File: config.mk
export PLATFORM = sky130hd
export DESIGN_NAME = pc_fetch_ctrl_flat
export DESIGN_NICKNAME = d
export VERILOG_FILES = /design/src/rtl/pc_fetch_pkg.sv /design/src/rtl/pc_fetch_ctrl_if.sv /design/src/rtl/pc_redirect_arb.sv /design/src/rtl/pc_fetch_ctrl.sv /design/src/flat_wrapper.sv
export SDC_FILE = /design/constraint.sdc
export NUM_CORES = 1
export LEC_CHECK = 0
export CAP_MARGIN = 10
export CORE_ASPECT_RATIO = 2
export CORE_UTILIZATION = 52
export CTS_CLUSTER_DIAMETER = 50
export DETAILED_ROUTE_END_ITERATION = 16
export PLACE_DENSITY_LB_ADDON = 0.15
export SLEW_MARGIN = 20
export SYNTH_ARGS = -nofsm -noshare
export SYNTH_HDL_FRONTEND = slang
export SYNTH_SLANG_ARGS = --single-unit
File: constraint.sdc
create_clock -name clock -period 8.76 [get_ports clock]
set_input_delay 1.752 -clock clock [delete_from_list [all_inputs] [get_ports clock]]
set_output_delay 1.752 -clock clock [all_outputs]
set_load 0.005 [all_outputs]
File: src/rtl/pc_fetch_pkg.sv
// Shared types for the fetch program-counter unit: FSM states, redirect sources
// and the alignment helper.
package pc_fetch_pkg;

    typedef enum logic [1:0] {
        IDLE = 2'd0,
        REQ  = 2'd1,
        HALT = 2'd2
    } state_e;

    // Encoding order is the redirect priority order.
    typedef enum logic [1:0] {
        NONE   = 2'd0,
        BRANCH = 2'd1,
        JUMP   = 2'd2,
        TRAP   = 2'd3
    } redirect_src_e;

    function automatic logic is_aligned(input logic [63:0] addr, input int unsigned ialign);
        return (addr & (64'(ialign) - 64'd1)) == 64'd0;
    endfunction

endpackage

File: src/rtl/pc_fetch_ctrl_if.sv
// Valid/ready fetch request channel between the PC unit and instruction memory.
interface pc_fetch_ctrl_if #(
    parameter int unsigned XLEN = 32
);
    logic            req_valid;
    logic [XLEN-1:0] req_addr;
    logic            req_ready;

    modport master (output req_valid, output req_addr, input  req_ready);
    modport slave  (input  req_valid, input  req_addr, output req_ready);
endinterface

File: src/rtl/pc_redirect_arb.sv
// Combinational redirect arbiter: trap > jump_reg > branch, target formation
// and alignment check of the winning target.
module pc_redirect_arb
    import pc_fetch_pkg::*;
#(
    parameter int unsigned XLEN   = 32,
    parameter int unsigned IALIGN = 4
) (
    input  logic [XLEN-1:0] pc,
    input  logic            branch_taken,
    input  logic [XLEN-1:0] branch_imm,
    input  logic            jump_reg,
    input  logic [XLEN-1:0] jump_target,
    input  logic            trap,
    input  logic [XLEN-1:0] trap_vector,
    output logic            valid,
    output redirect_src_e   src,
    output logic [XLEN-1:0] target,
    output logic            misaligned
);

    localparam logic [XLEN-1:0] ALIGN_MASK = XLEN'(IALIGN - 1);

    always_comb begin
        valid  = 1'b0;
        src    = NONE;
        target = '0;
        if (trap) begin
            valid  = 1'b1;
            src    = TRAP;
            target = trap_vector & ~ALIGN_MASK;
        end else if (jump_reg) begin
            valid  = 1'b1;
            src    = JUMP;
            target = jump_target & ~XLEN'(1);
        end else if (branch_taken) begin
            valid  = 1'b1;
            src    = BRANCH;
            target = pc + branch_imm;
        end
    end

    // Trap targets are masked, so a trap can never be flagged here.
    assign misaligned = valid && !is_aligned(64'(target), IALIGN);

endmodule

File: src/rtl/pc_fetch_ctrl.sv
// Fetch-stage program counter: owns the PC, issues valid/ready fetch requests,
// buffers one redirect across memory stalls and halts on misaligned targets.
module pc_fetch_ctrl
    import pc_fetch_pkg::*;
#(
    parameter int unsigned     XLEN         = 32,
    parameter logic [XLEN-1:0] RESET_VECTOR = '0,
    parameter int unsigned     INC          = 4,
    parameter int unsigned     IALIGN       = 4
) (
    input  logic                    clock,
    input  logic                    reset,
    input  logic                    en,
    input  logic                    branch_taken,
    input  logic [XLEN-1:0]         branch_imm,
    input  logic                    jump_reg,
    input  logic [XLEN-1:0]         jump_target,
    input  logic                    trap,
    input  logic [XLEN-1:0]         trap_vector,
    pc_fetch_ctrl_if.master         req,
    output logic [XLEN-1:0]         pc_out,
    output logic [XLEN-1:0]         pc_plus_inc,
    output logic                    redirect_pending,
    output logic                    misaligned
);

    state_e          state, state_next;
    logic [XLEN-1:0] pc_next;
    logic            pend_valid_next;
    redirect_src_e   pend_src, pend_src_next;
    logic [XLEN-1:0] pend_target, pend_target_next;
    logic            misaligned_next;
    logic            req_valid_q;

    logic            arb_valid;
    redirect_src_e   arb_src;
    logic [XLEN-1:0] arb_target;
    logic            arb_misaligned;

    logic            accept;
    logic            update;

    pc_redirect_arb #(
        .XLEN   (XLEN),
        .IALIGN (IALIGN)
    ) u_arb (
        .pc           (pc_out),
        .branch_taken (branch_taken),
        .branch_imm   (branch_imm),
        .jump_reg     (jump_reg),
        .jump_target  (jump_target),
        .trap         (trap),
        .trap_vector  (trap_vector),
        .valid        (arb_valid),
        .src          (arb_src),
        .target       (arb_target),
        .misaligned   (arb_misaligned)
    );

    assign accept      = (state == REQ) && req.req_ready;
    assign update      = (state == IDLE) || accept;
    assign pc_plus_inc = pc_out + XLEN'(INC);

    assign req.req_valid = req_valid_q;
    assign req.req_addr  = pc_out;

    // State and datapath registers.
    always_ff @(posedge clock) begin
        if (!reset) begin
            state            <= IDLE;
            pc_out           <= RESET_VECTOR;
            redirect_pending <= 1'b0;
            pend_src         <= NONE;
            pend_target      <= '0;
            misaligned       <= 1'b0;
            req_valid_q      <= 1'b0;
        end else begin
            state            <= state_next;
            pc_out           <= pc_next;
            redirect_pending <= pend_valid_next;
            pend_src         <= pend_src_next;
            pend_target      <= pend_target_next;
            misaligned       <= misaligned_next;
            req_valid_q      <= (state_next == REQ);
        end
    end

    // Next-state logic.
    always_comb begin
        state_next = state;
        case (state)
            IDLE: begin
                if (arb_misaligned) state_next = HALT;
                else if (en)        state_next = REQ;
            end
            REQ: begin
                if (arb_misaligned) state_next = HALT;
                else if (accept)    state_next = en ? REQ : IDLE;
            end
            HALT: begin
                if (trap) state_next = IDLE;
            end
            default: state_next = IDLE;
        endcase
    end

    // PC, pending-buffer and sticky-flag update.
    always_comb begin
        pc_next          = pc_out;
        pend_valid_next  = redirect_pending;
        pend_src_next    = pend_src;
        pend_target_next = pend_target;
        misaligned_next  = misaligned;
        if (state == HALT) begin
            if (trap) begin
                pc_next         = arb_target;
                misaligned_next = 1'b0;
            end
        end else if (arb_misaligned) begin
            misaligned_next = 1'b1;
            pend_valid_next = 1'b0;
            pend_src_next   = NONE;
        end else if (update) begin
            pend_valid_next = 1'b0;
            pend_src_next   = NONE;
            if (arb_valid)             pc_next = arb_target;
            else if (redirect_pending) pc_next = pend_target;
            else if (accept)           pc_next = pc_plus_inc;
        end else if (arb_valid && (!redirect_pending || arb_src >= pend_src)) begin
            // Stalled request: hold the address, remember the redirect.
            pend_valid_next  = 1'b1;
            pend_src_next    = arb_src;
            pend_target_next = arb_target;
        end
    end

endmodule
File: src/flat_wrapper.sv
// flat-port wrapper written by rule: the top's interface ports become plain ports
module pc_fetch_ctrl_flat import pc_fetch_pkg::*;
#(
    parameter int unsigned     XLEN         = 32,
    parameter logic [XLEN-1:0] RESET_VECTOR = '0,
    parameter int unsigned     INC          = 4,
    parameter int unsigned     IALIGN       = 4
)
  (clock, reset, en, branch_taken, branch_imm, jump_reg, jump_target, trap, trap_vector, pc_out, pc_plus_inc, redirect_pending, misaligned, req_req_valid, req_req_addr, req_req_ready);
  pc_fetch_ctrl_if #(.XLEN(XLEN)) req_i ();
  input  logic clock;
  input  logic reset;
  input  logic en;
  input  logic branch_taken;
  input  logic [XLEN-1:0] branch_imm;
  input  logic jump_reg;
  input  logic [XLEN-1:0] jump_target;
  input  logic trap;
  input  logic [XLEN-1:0] trap_vector;
  output logic [XLEN-1:0] pc_out;
  output logic [XLEN-1:0] pc_plus_inc;
  output logic redirect_pending;
  output logic misaligned;
  output wire logic [$bits(req_i.req_valid)-1:0] req_req_valid;
  output wire logic [$bits(req_i.req_addr)-1:0] req_req_addr;
  input wire logic [$bits(req_i.req_ready)-1:0] req_req_ready;
  assign req_req_valid = req_i.req_valid;
  assign req_req_addr = req_i.req_addr;
  assign req_i.req_ready = req_req_ready;
  pc_fetch_ctrl #(.XLEN(XLEN), .RESET_VECTOR(RESET_VECTOR), .INC(INC), .IALIGN(IALIGN)) u_core (.clock(clock), .reset(reset), .en(en), .branch_taken(branch_taken), .branch_imm(branch_imm), .jump_reg(jump_reg), .jump_target(jump_target), .trap(trap), .trap_vector(trap_vector), .req(req_i), .pc_out(pc_out), .pc_plus_inc(pc_plus_inc), .redirect_pending(redirect_pending), .misaligned(misaligned));
endmodule
### Yosys cells after proc, flatten, opt, wreduce, memory -nomap -nowiden

Index checks and enable logic that the tools add are counted.

* register bits: 71
* latch bits: 0
* RAM bits: 0
* memory bits (read-only): 0
* bits of input ports: 103
* output and inout port bits: 99
* logic and storage cells: 67
* memories kept: 0

* $add $sub $neg: 2
* multipliers: 0
* divide/modulo/power cells: 0
* $lt $le $gt $ge: 1
* eq/ne operators: 5
* shift-type cells: 0
* muxes and demuxes: 32
* bitwise operators: 3
* reduce and logical (&&, ||, !) cells: 17

Operator list (number)
* $mux W32: 10
* $logic_not A64 Y1: 1
* $add A32 B3 Y32 const B: 1
* $add A32 B32 Y32: 1
* $mux W2: 10
* $mux W1: 11
* $reduce_and A4 Y1: 2
* $pmux W2 S3: 1
* $eq A2 B1 Y1 const B: 2
* $ne A2 B2 Y1 const B: 2
* $reduce_and A2 Y1: 2
* $reduce_bool A2 Y1: 2
* $reduce_bool A4 Y1: 1
* $logic_and A1 B1 Y1: 3
* $not A1 Y1: 3
* $reduce_bool A3 Y1: 1
* $eq A2 B2 Y1 const B: 1
* $ge A2 B2 Y1: 1
* $logic_not A1 Y1: 2
* $logic_not A2 Y1: 1
* $logic_or A1 B1 Y1: 2

### Depth between registers and ports, before layout

Gate-level depths: netlist of the first run.

* word-level depth: 10
* depth in mapped cells: 15
* depth with buffers taken out: 12

### By module

From an unflattened synthesis of the first run, not the netlist that was laid out.

* cells, all modules: 899
* area, all modules: 6820.3 um^2

By module, submodules not included
* pc_fetch_ctrl: times used 1, cells an instance 546, area an instance 4490.6 um^2, seq. area each 1421.4 um^2
* pc_redirect_arb: times used 1, cells an instance 353, area an instance 2329.7 um^2, seq. area each 0.0 um^2

### Worst setup path before layout of the first run

OpenSTA, ideal clock, no wires.

* path type: input to register
* from: in trap
* to: reg u_core.pend_target[8]
* library setup time: 115 ps
* arrival: 4139 ps
* required time: 8645 ps
* path slack: 4506 ps
* stages on the path: 13
* path buffers: 5
* cells stage by stage: buf_2 clkbuf_1 clkbuf_1 nor2_1 ha_1 o21ai_0 a311oi_1 or3b_1 clkbuf_1 buf_2 nand2_1 o21ai_0 and2_1

* word-level cells in the longest chain between the ends: 6
* elaborated cells between the ends (all ways): 11
* classes of those cells: 1 x order compare; 3 x mux; 1 x bitwise; 6 x reduce/logical

RTL lines
* from (decl): line flat_wrapper.sv:18 `input logic trap;`
* $mux W32: line pc_redirect_arb.sv:28 `if (trap) begin`
* $logic_not A64 Y1: line pc_fetch_pkg.sv:20 `return (addr & (64'(ialign) - 64'd1)) == 64'd0;`
* $logic_not A1 Y1: line pc_redirect_arb.sv:44 `assign misaligned = valid && !is_aligned(64'(target), IALIGN);`
* $logic_and A1 B1 Y1: line pc_redirect_arb.sv:44
* $not A1 Y1 (no line)
* $reduce_and A4 Y1 (no line)
* to (signal assigned): line pc_fetch_ctrl.sv:82 `pend_target <= pend_target_next;`
* to (decl): line pc_fetch_ctrl.sv:31 `logic [XLEN-1:0] pend_target, pend_target_next;`

Several ways; a longest one is shown, not always the timed one.
A chain may end at the register's enable or synchronous reset.

### Final worst setup path of the first run

* from: reg u_core.pc_out[2]
* to: out pc_plus_inc[30]

* word-level cells in the longest chain between the ends: 1

RTL lines
* from (decl): line pc_fetch_ctrl.sv:21 `output logic [XLEN-1:0] pc_out,`
* from (signal assigned): line pc_fetch_ctrl.sv:79 `pc_out <= pc_next;`
* $add A32 B3 Y32: line pc_fetch_ctrl.sv:62 `assign pc_plus_inc = pc_out + XLEN'(INC);`
* to (decl): line flat_wrapper.sv:21 `output logic [XLEN-1:0] pc_plus_inc;`

No other way between the ends.

==> results of run 1 <==
[layer usage]
layer  vias to the layer above  GRT usage (%)  routed length, um
met5                         -              0                  0
met4                         0           25.1               1450
met3                        90           5.30               1590
met2                       392           67.0              11900
met1                      3310           39.1               8110
li1                       3325              -                  -
[path summary, 6_finish.rpt]
kind,to,cells past startpoint,startpoint,slack [ns]
worst min-delay path,u_core.pend_target[20],2,u_core.pend_target[20],0.46
worst min register to register,u_core.pend_target[20],2,u_core.pend_target[20],0.46
worst max register to register,u_core.pc_out[26],12,u_core.pc_out[0],5.29
worst max-delay path,pc_plus_inc[30],8,u_core.pc_out[2],3.50
[layout make-up]
cell class / count / area (um^2)
multi-input cells: 666 / 4350
fillers: 1023 / 3400
repair buffers: 208 / 2050
flip-flops and latches: 71 / 1420
clock buffers: 9 / 225
well taps: 145 / 181
inverters: 24 / 90.1
clock inverters: 7 / 55.1
[worst max-delay path: cells and delay by family, from the launching register on]
kind                       cells  cell delay [ns]
buffers and inverters          1             0.52
DFF                            1             0.53
xor gates and xnor gates       1             0.18
adders and majority gates      1             0.39
and+or+nand+nor                5             1.55
[Yosys cell counts, drive strengths merged (3+ instances only)]
| library cell | number |
|---|---|
| nor2b | 19 |
| o211a | 3 |
| o211ai | 23 |
| a221oi | 5 |
| nor3 | 16 |
| nor3b | 3 |
| a31oi | 22 |
| a21oi | 74 |
| xnor2 | 31 |
| buf | 49 |
| nand4 | 7 |
| nand3 | 42 |
| o311ai | 4 |
| o21ai | 77 |
| a211oi | 5 |
| a221o | 7 |
| o21a | 5 |
| nand2b | 29 |
| o31ai | 3 |
| mux2i | 9 |
| a21boi | 12 |
| a2bb2oi | 3 |
| a22oi | 5 |
| a22o | 4 |
| clkbuf | 37 |
| inv | 24 |
| o2111ai | 3 |
| a21o | 13 |
| xor2 | 18 |
| ha | 34 |
| o21bai | 4 |
| and2 | 11 |
| nor2 | 54 |
| and3 | 14 |
| or3 | 3 |
| o221ai | 3 |
| mux2 | 3 |
| dfxtp | 71 |
| nand2 | 71 |
[registers in the layout, indices dropped and copies added (netlist names)]
| register | flops |
|---|---|
| u_core.pend_src | 2 |
| u_core.redirect_pending | 1 |
| u_core.pc_out | 32 |
| u_core.pend_target | 32 |
| u_core.req.req_valid | 1 |
| u_core.misaligned | 1 |
| u_core.state | 2 |
[through the flow]
stage          instance area [um^2]  util (%)  instances
2_1_floorplan                  6320         -        847
3_3_place_gp                   8090      68.7       1114
3_5_place_dp                   8090      68.7       1114
4_1_cts                        8370      71.1       1130
5_1_grt                        8370      71.1       1130
6_report                       8370      71.1       1130
[power by group through the flow]
stage	Sequential [uW]	Clock (uW)	Combinational, uW
global route	416	375	637
detailed placement	416	0	577
global placement	415	0	573
floorplan	400	0	350
CTS	409	359	581
finish	410	359	585
[cells by family (layout without fill, tap and decap cells)]
| logic type | Yosys count | in the layout |
|---|---|---|
| AOI/OAI and AO/OA | 294 | 294 |
| xor gates and xnor gates | 49 | 49 |
| adders and majority gates | 35 | 35 |
| buffers and inverters | 110 | 248 |
| DFF | 71 | 71 |
| muxes | 12 | 12 |
| and+or+nand+nor | 276 | 276 |
==> results_dict.tcl, run 1 <==
set metrics [dict create \
    yosysSeqAreaShare_pct 22.5 \
    grt_pass1_wl_um 35600 \
    hold_viol_final 0 \
    place_congestion 0.988 \
    max_cap_viol_count 0 \
    ant_nets 0 \
    clock_path_buffers 2 \
    dp_slack_ns 3.54 \
    power_leakage_uw 0.00322 \
    die_area_mm2 0.0126 \
    gr-total-overflow 0 \
    synth-seq-cells 71 \
    num_io_pins 202 \
    antenna_found_initial 0 \
    drive_above_1_share_pct 5.89 \
    via_per_inst 6.30 \
    clk_latency_ns 0.34 \
    worstPathCellList "ha_1 > nand4_1 > nor2_1 > nand2_1 > or3_1 > nor2_1 > xor2_1 > clkdlybuf4s50_1" \
    p_clk_share_pct 26.5 \
    syn_area_mm2 0.00632 \
    fin_skew_ns 0.00849 \
    synth_xor_area_share_pct 6.79 \
    synth_cell_type_count 73 \
    grt_usage_pct 37.2 \
    area_growth_pct 32.4 \
    dr.pass1.iters 5 \
    clkSinkCount 71 \
    drc 0 \
    power.density_mw_per_mm2 162 \
    slowest_delay_ns 0.53 \
    postCtsSetupRepairBufs 0 \
    path_class "flip-flop to output port" \
    die_w_um 80.0 \
    wl_per_cell_um 20.4 \
    setup_tns_ns 0 \
    fin_crit_ns 5.26 \
    synth_fa_ha_area_share_pct 7.05 \
    die_y_um 158 \
    cp_max_fo 9 \
    layout_commonest_cell "clkdlybuf4s50_1" \
    synth_area_leaders "dfxtp_1 22%, ha_1 6.7%, o21ai_0 5.9%, a21oi_1 5.7%, xnor2_1 4.3%" \
    yosysTopAreaCellShare_pct 22.5 \
    root_buffer "clkbuf_16" \
    syn_inst 847 \
    htreeDepth 3 \
    drt_iter0_markers 453 \
    whs_ns 0.460 \
    p_int_uw 848 \
    layout.nets 1118 \
    hpwlAfterDp_um 16500 \
    coreArea_mm2 0.0118 \
    worstPathArrival_ns 3.51 \
    clk_pin_slew_ns 0.06 \
    synth_top_family_by_area "compound AO/OA/AOI/OAI gates" \
    start_util_pct 53.7 \
    fmax_mhz 190 \
    setup_violations 0 \
    grt_pass1_vias 6957 \
    synth-simple-area-share_pct 22.4 \
    end_kind "output port" \
    rsz0062_at_grt "no" \
    num_vias 7117 \
    synth_fp_nets 985 \
    cts_tree "built" \
    status "completed" \
    p_seq_share_pct 30.3 \
    ys.flop_type "dfxtp_1" \
    power_uw 1350 \
    synth_edf_count 0 \
    rows 56 \
    grt_max_degree 79 \
    switchingPower_uw 506 \
    muxShareOfSynthArea_pct 1.96 \
    diodes 0 \
    sw_frac_of_total_pct 37.4 \
    io_buffers 198 \
    critPathLaunchType "flip-flop" \
    peakVddDrop_mv 0.101 \
    worstHoldPathType "flip-flop to flip-flop" \
    numCtsBuffers 9 \
    finalMaxSlewViolations 0 \
    fin_ws_ns 3.50 \
    p_comb_share_pct 43.2 \
    layout_common_cells "196 x clkdlybuf4s50_1, 74 x o21ai_0, 72 x a21oi_1" \
    fin_crit_sh_pct 60.0 \
    syn_avg_cell_area_um2 7.46 \
    hold_buffers 0 \
    yosysWarningCount 0 \
    synth_compound_area_share_pct 30.5 \
    slew-limit-headroom_pct 34.9 \
    synthArstFlopShare_pct 0 \
    drt_wl_total_um 23100 \
    crit_required_ns 7.01 \
    cts.repair.resized 0 \
    path_common_cell "nor2_1" \
    yosysTopAreaCell "dfxtp_1" \
    slowest_stage "dfxtp_1" \
    worst_slew_pin_slew_ns 0.975 \
]
(Power assumes the default switching activity.)
==> run 2: changes to the inputs <==
- CORE_UTILIZATION: 52 -> 48
- clock period: 8.76 -> 5.4 ns (I/O delays scaled with it)
==> run 2 against run 1 <==
  * Routed wire length decreased by 0.20%
  * Total power increased by 67%
  * Combinational power increased by 63%
  * Clock power increased by 77%
  * Worst setup slack got worse by 2.6 ns
  * Flip-flop and latch count unchanged
  * Via count decreased by 0.13%
  * Final cell count increased by 1.2%
  * Critical endpoint unchanged
  * Largest cell class unchanged
==> results_dict.tcl, run 2 (synthesis results as in run 1) <==
set metrics [dict create \
    min_to "u_core.pend_target[18]" \
    layout_commonest_cell "clkdlybuf4s50_1" \
    drive_above_1_share_pct 6.55 \
    slowest_delay_ns 0.52 \
    wl_per_cell_um 20.1 \
    max_cap_viol_count 0 \
    worstHoldStart "u_core.pend_target[18]" \
    status "completed" \
    path_class "flip-flop to output port" \
    ant_nets 0 \
    die_y_um 164 \
    rsz0062_at_grt "no" \
    drt_iter0_markers 423 \
    peakVddDrop_mv 0.215 \
    grt_pass1_wl_um 35500 \
    postCtsSetupRepairBufs 0 \
    rr_endpoint "u_core.pc_out[28]" \
    wl_met3_um 1370 \
    dr.pass1.iters 5 \
    clk_latency_ns 0.35 \
    fin_util_pct 65.5 \
    worstHoldPathType "flip-flop to flip-flop" \
    numCtsBuffers 9 \
    layout_common_cells "196 x clkdlybuf4s50_1, 74 x o21ai_0, 72 x a21oi_1" \
    num_vias 7108 \
    htreeDepth 3 \
    clk_pin_slew_ns 0.06 \
    multi_input_comb_area_mm2 0.00435 \
    layout.nets 1125 \
    via_per_inst 6.21 \
    place_congestion 0.982 \
    rrSetupSlack_ns 2.11 \
    setup_tns_ns 0 \
    hold_depth 2 \
    fmax_mhz 224 \
    hold_buffers 0 \
    clkSinkCount 71 \
    gr-total-overflow 0 \
    power_leakage_uw 0.00328 \
    fin_crit_ns 4.45 \
    crit_required_ns 4.32 \
    seqCellArea_mm2 0.00142 \
    slew-limit-headroom_pct 29.7 \
    fin_crit_sh_pct 82.5 \
    fin_ws_ns 0.945 \
    dp_slack_ns 0.937 \
    power.density_mw_per_mm2 267 \
    grt_pass1_vias 6827 \
    stdcell_area_mm2 0.00846 \
    top_layer_used "met4" \
    path_common_cell "nor2_1" \
    clock_path_buffers 2 \
    cts_tree "built" \
    die_area_mm2 0.0137 \
    drt_wl_total_um 23000 \
    grt_usage_pct 33.3 \
    setup_violations 0 \
    worstPathCellList "ha_1 > nand4_1 > nor2_1 > buf_4 > nand2_1 > or3_1 > nor2_1 > xor2_1 > clkdlybuf4s50_1" \
    root_buffer "clkbuf_16" \
    drc 0 \
    area_growth_pct 33.8 \
    cts.repair.resized 0 \
    reg2reg_depth 12 \
    hpwlAfterDp_um 16900 \
    worst_slew_pin_slew_ns 1.06 \
    slowest_stage "clkdlybuf4s50_1" \
    r2r_start "u_core.pc_out[0]" \
    end_kind "output port" \
    io_buffers 198 \
    die_w_um 83.1 \
    nFillCells 1199 \
    wl_met1_um 8360 \
    cp_max_fo 9 \
    reg_top3 "u_core.pc_out: 32 flops, u_core.pend_target: 32 flops" \
    rows 59 \
    critPathLaunchType "flip-flop" \
    antenna_found_initial 0 \
    fin_skew_ns 0.00766 \
    finalMaxSlewViolations 0 \
    start_util_pct 48.9 \
    grt_max_degree 56 \
    num_io_pins 202 \
    whs_ns 0.447 \
    wl_met2_um 11800 \
    hold_viol_final 0 \
    placed_area_mm2 0.00815 \
    coreArea_mm2 0.0129 \
    diodes 0 \
    worstPathArrival_ns 3.37 \
]
==> run 2: cell types whose count changed in the layout (fill, tap and decap cells not counted), sizes merged <==
cell      change
buf           +7
inv           -2
bufinv        +1
clkbuf        +1
clkinv        +1
clkinvlp      -1
==> run 2: worst max path at each step <==
stage	start	to	slack, ns	cells past startpoint
after floorplan	trap	u_core.pend_target[8]	1.82	13
after global placement	branch_imm[0]	u_core.pc_out[26]	1.02	14
after CTS	u_core.pc_out[3]	pc_plus_inc[30]	0.99	9
after global routing	u_core.pc_out[2]	pc_plus_inc[30]	0.76	9
after detailed placement	jump_reg	u_core.pend_target[11]	0.94	10
final	u_core.pc_out[2]	pc_plus_inc[30]	0.95	9
==> run 2: area by class of cell <==
cell class	instances	area share, %
Clock buffer	10	2.83
Multi-Input combinational cell	666	51.4
Sequential cell	71	16.8
Tap cell	152	2.25
Inverter	24	1.07
Timing Repair Buffer	215	24.8
Clock inverter	6	0.814
==> run 2: critical path: cells and delay by family, from the launching register on <==
kind | cells | cell delay [ns]
simple gates | 5 | 1.35
buf+inv | 2 | 0.70
flops | 1 | 0.51
fa+ha+maj | 1 | 0.27
xor+xnor | 1 | 0.19
==> run 2: power breakdown <==
group | internal [uW] | total [uW] | switching (uW)
sequential | 576 | 665 | 89.3
combinational | 489 | 954 | 465
clock | 373 | 637 | 263
total | 1440 | 2260 | 818
==> run 2: layer usage <==
layer | up-vias | global-route usage [%]
li1 | 3339 | -
met1 | 3327 | 34.3
met5 | - | 0
met2 | 345 | 61.1
met4 | 0 | 22.6
met3 | 97 | 5.28
==> run 2: stage by stage <==
| stage | total power (uW) | cells |
|---|---|---|
| 2_1_floorplan | 1220 | 847 |
| 3_3_place_gp | 1610 | 1128 |
| 3_5_place_dp | 1610 | 1128 |
| 4_1_cts | 2250 | 1144 |
| 5_1_grt | 2370 | 1144 |
| 6_report | 2260 | 1144 |
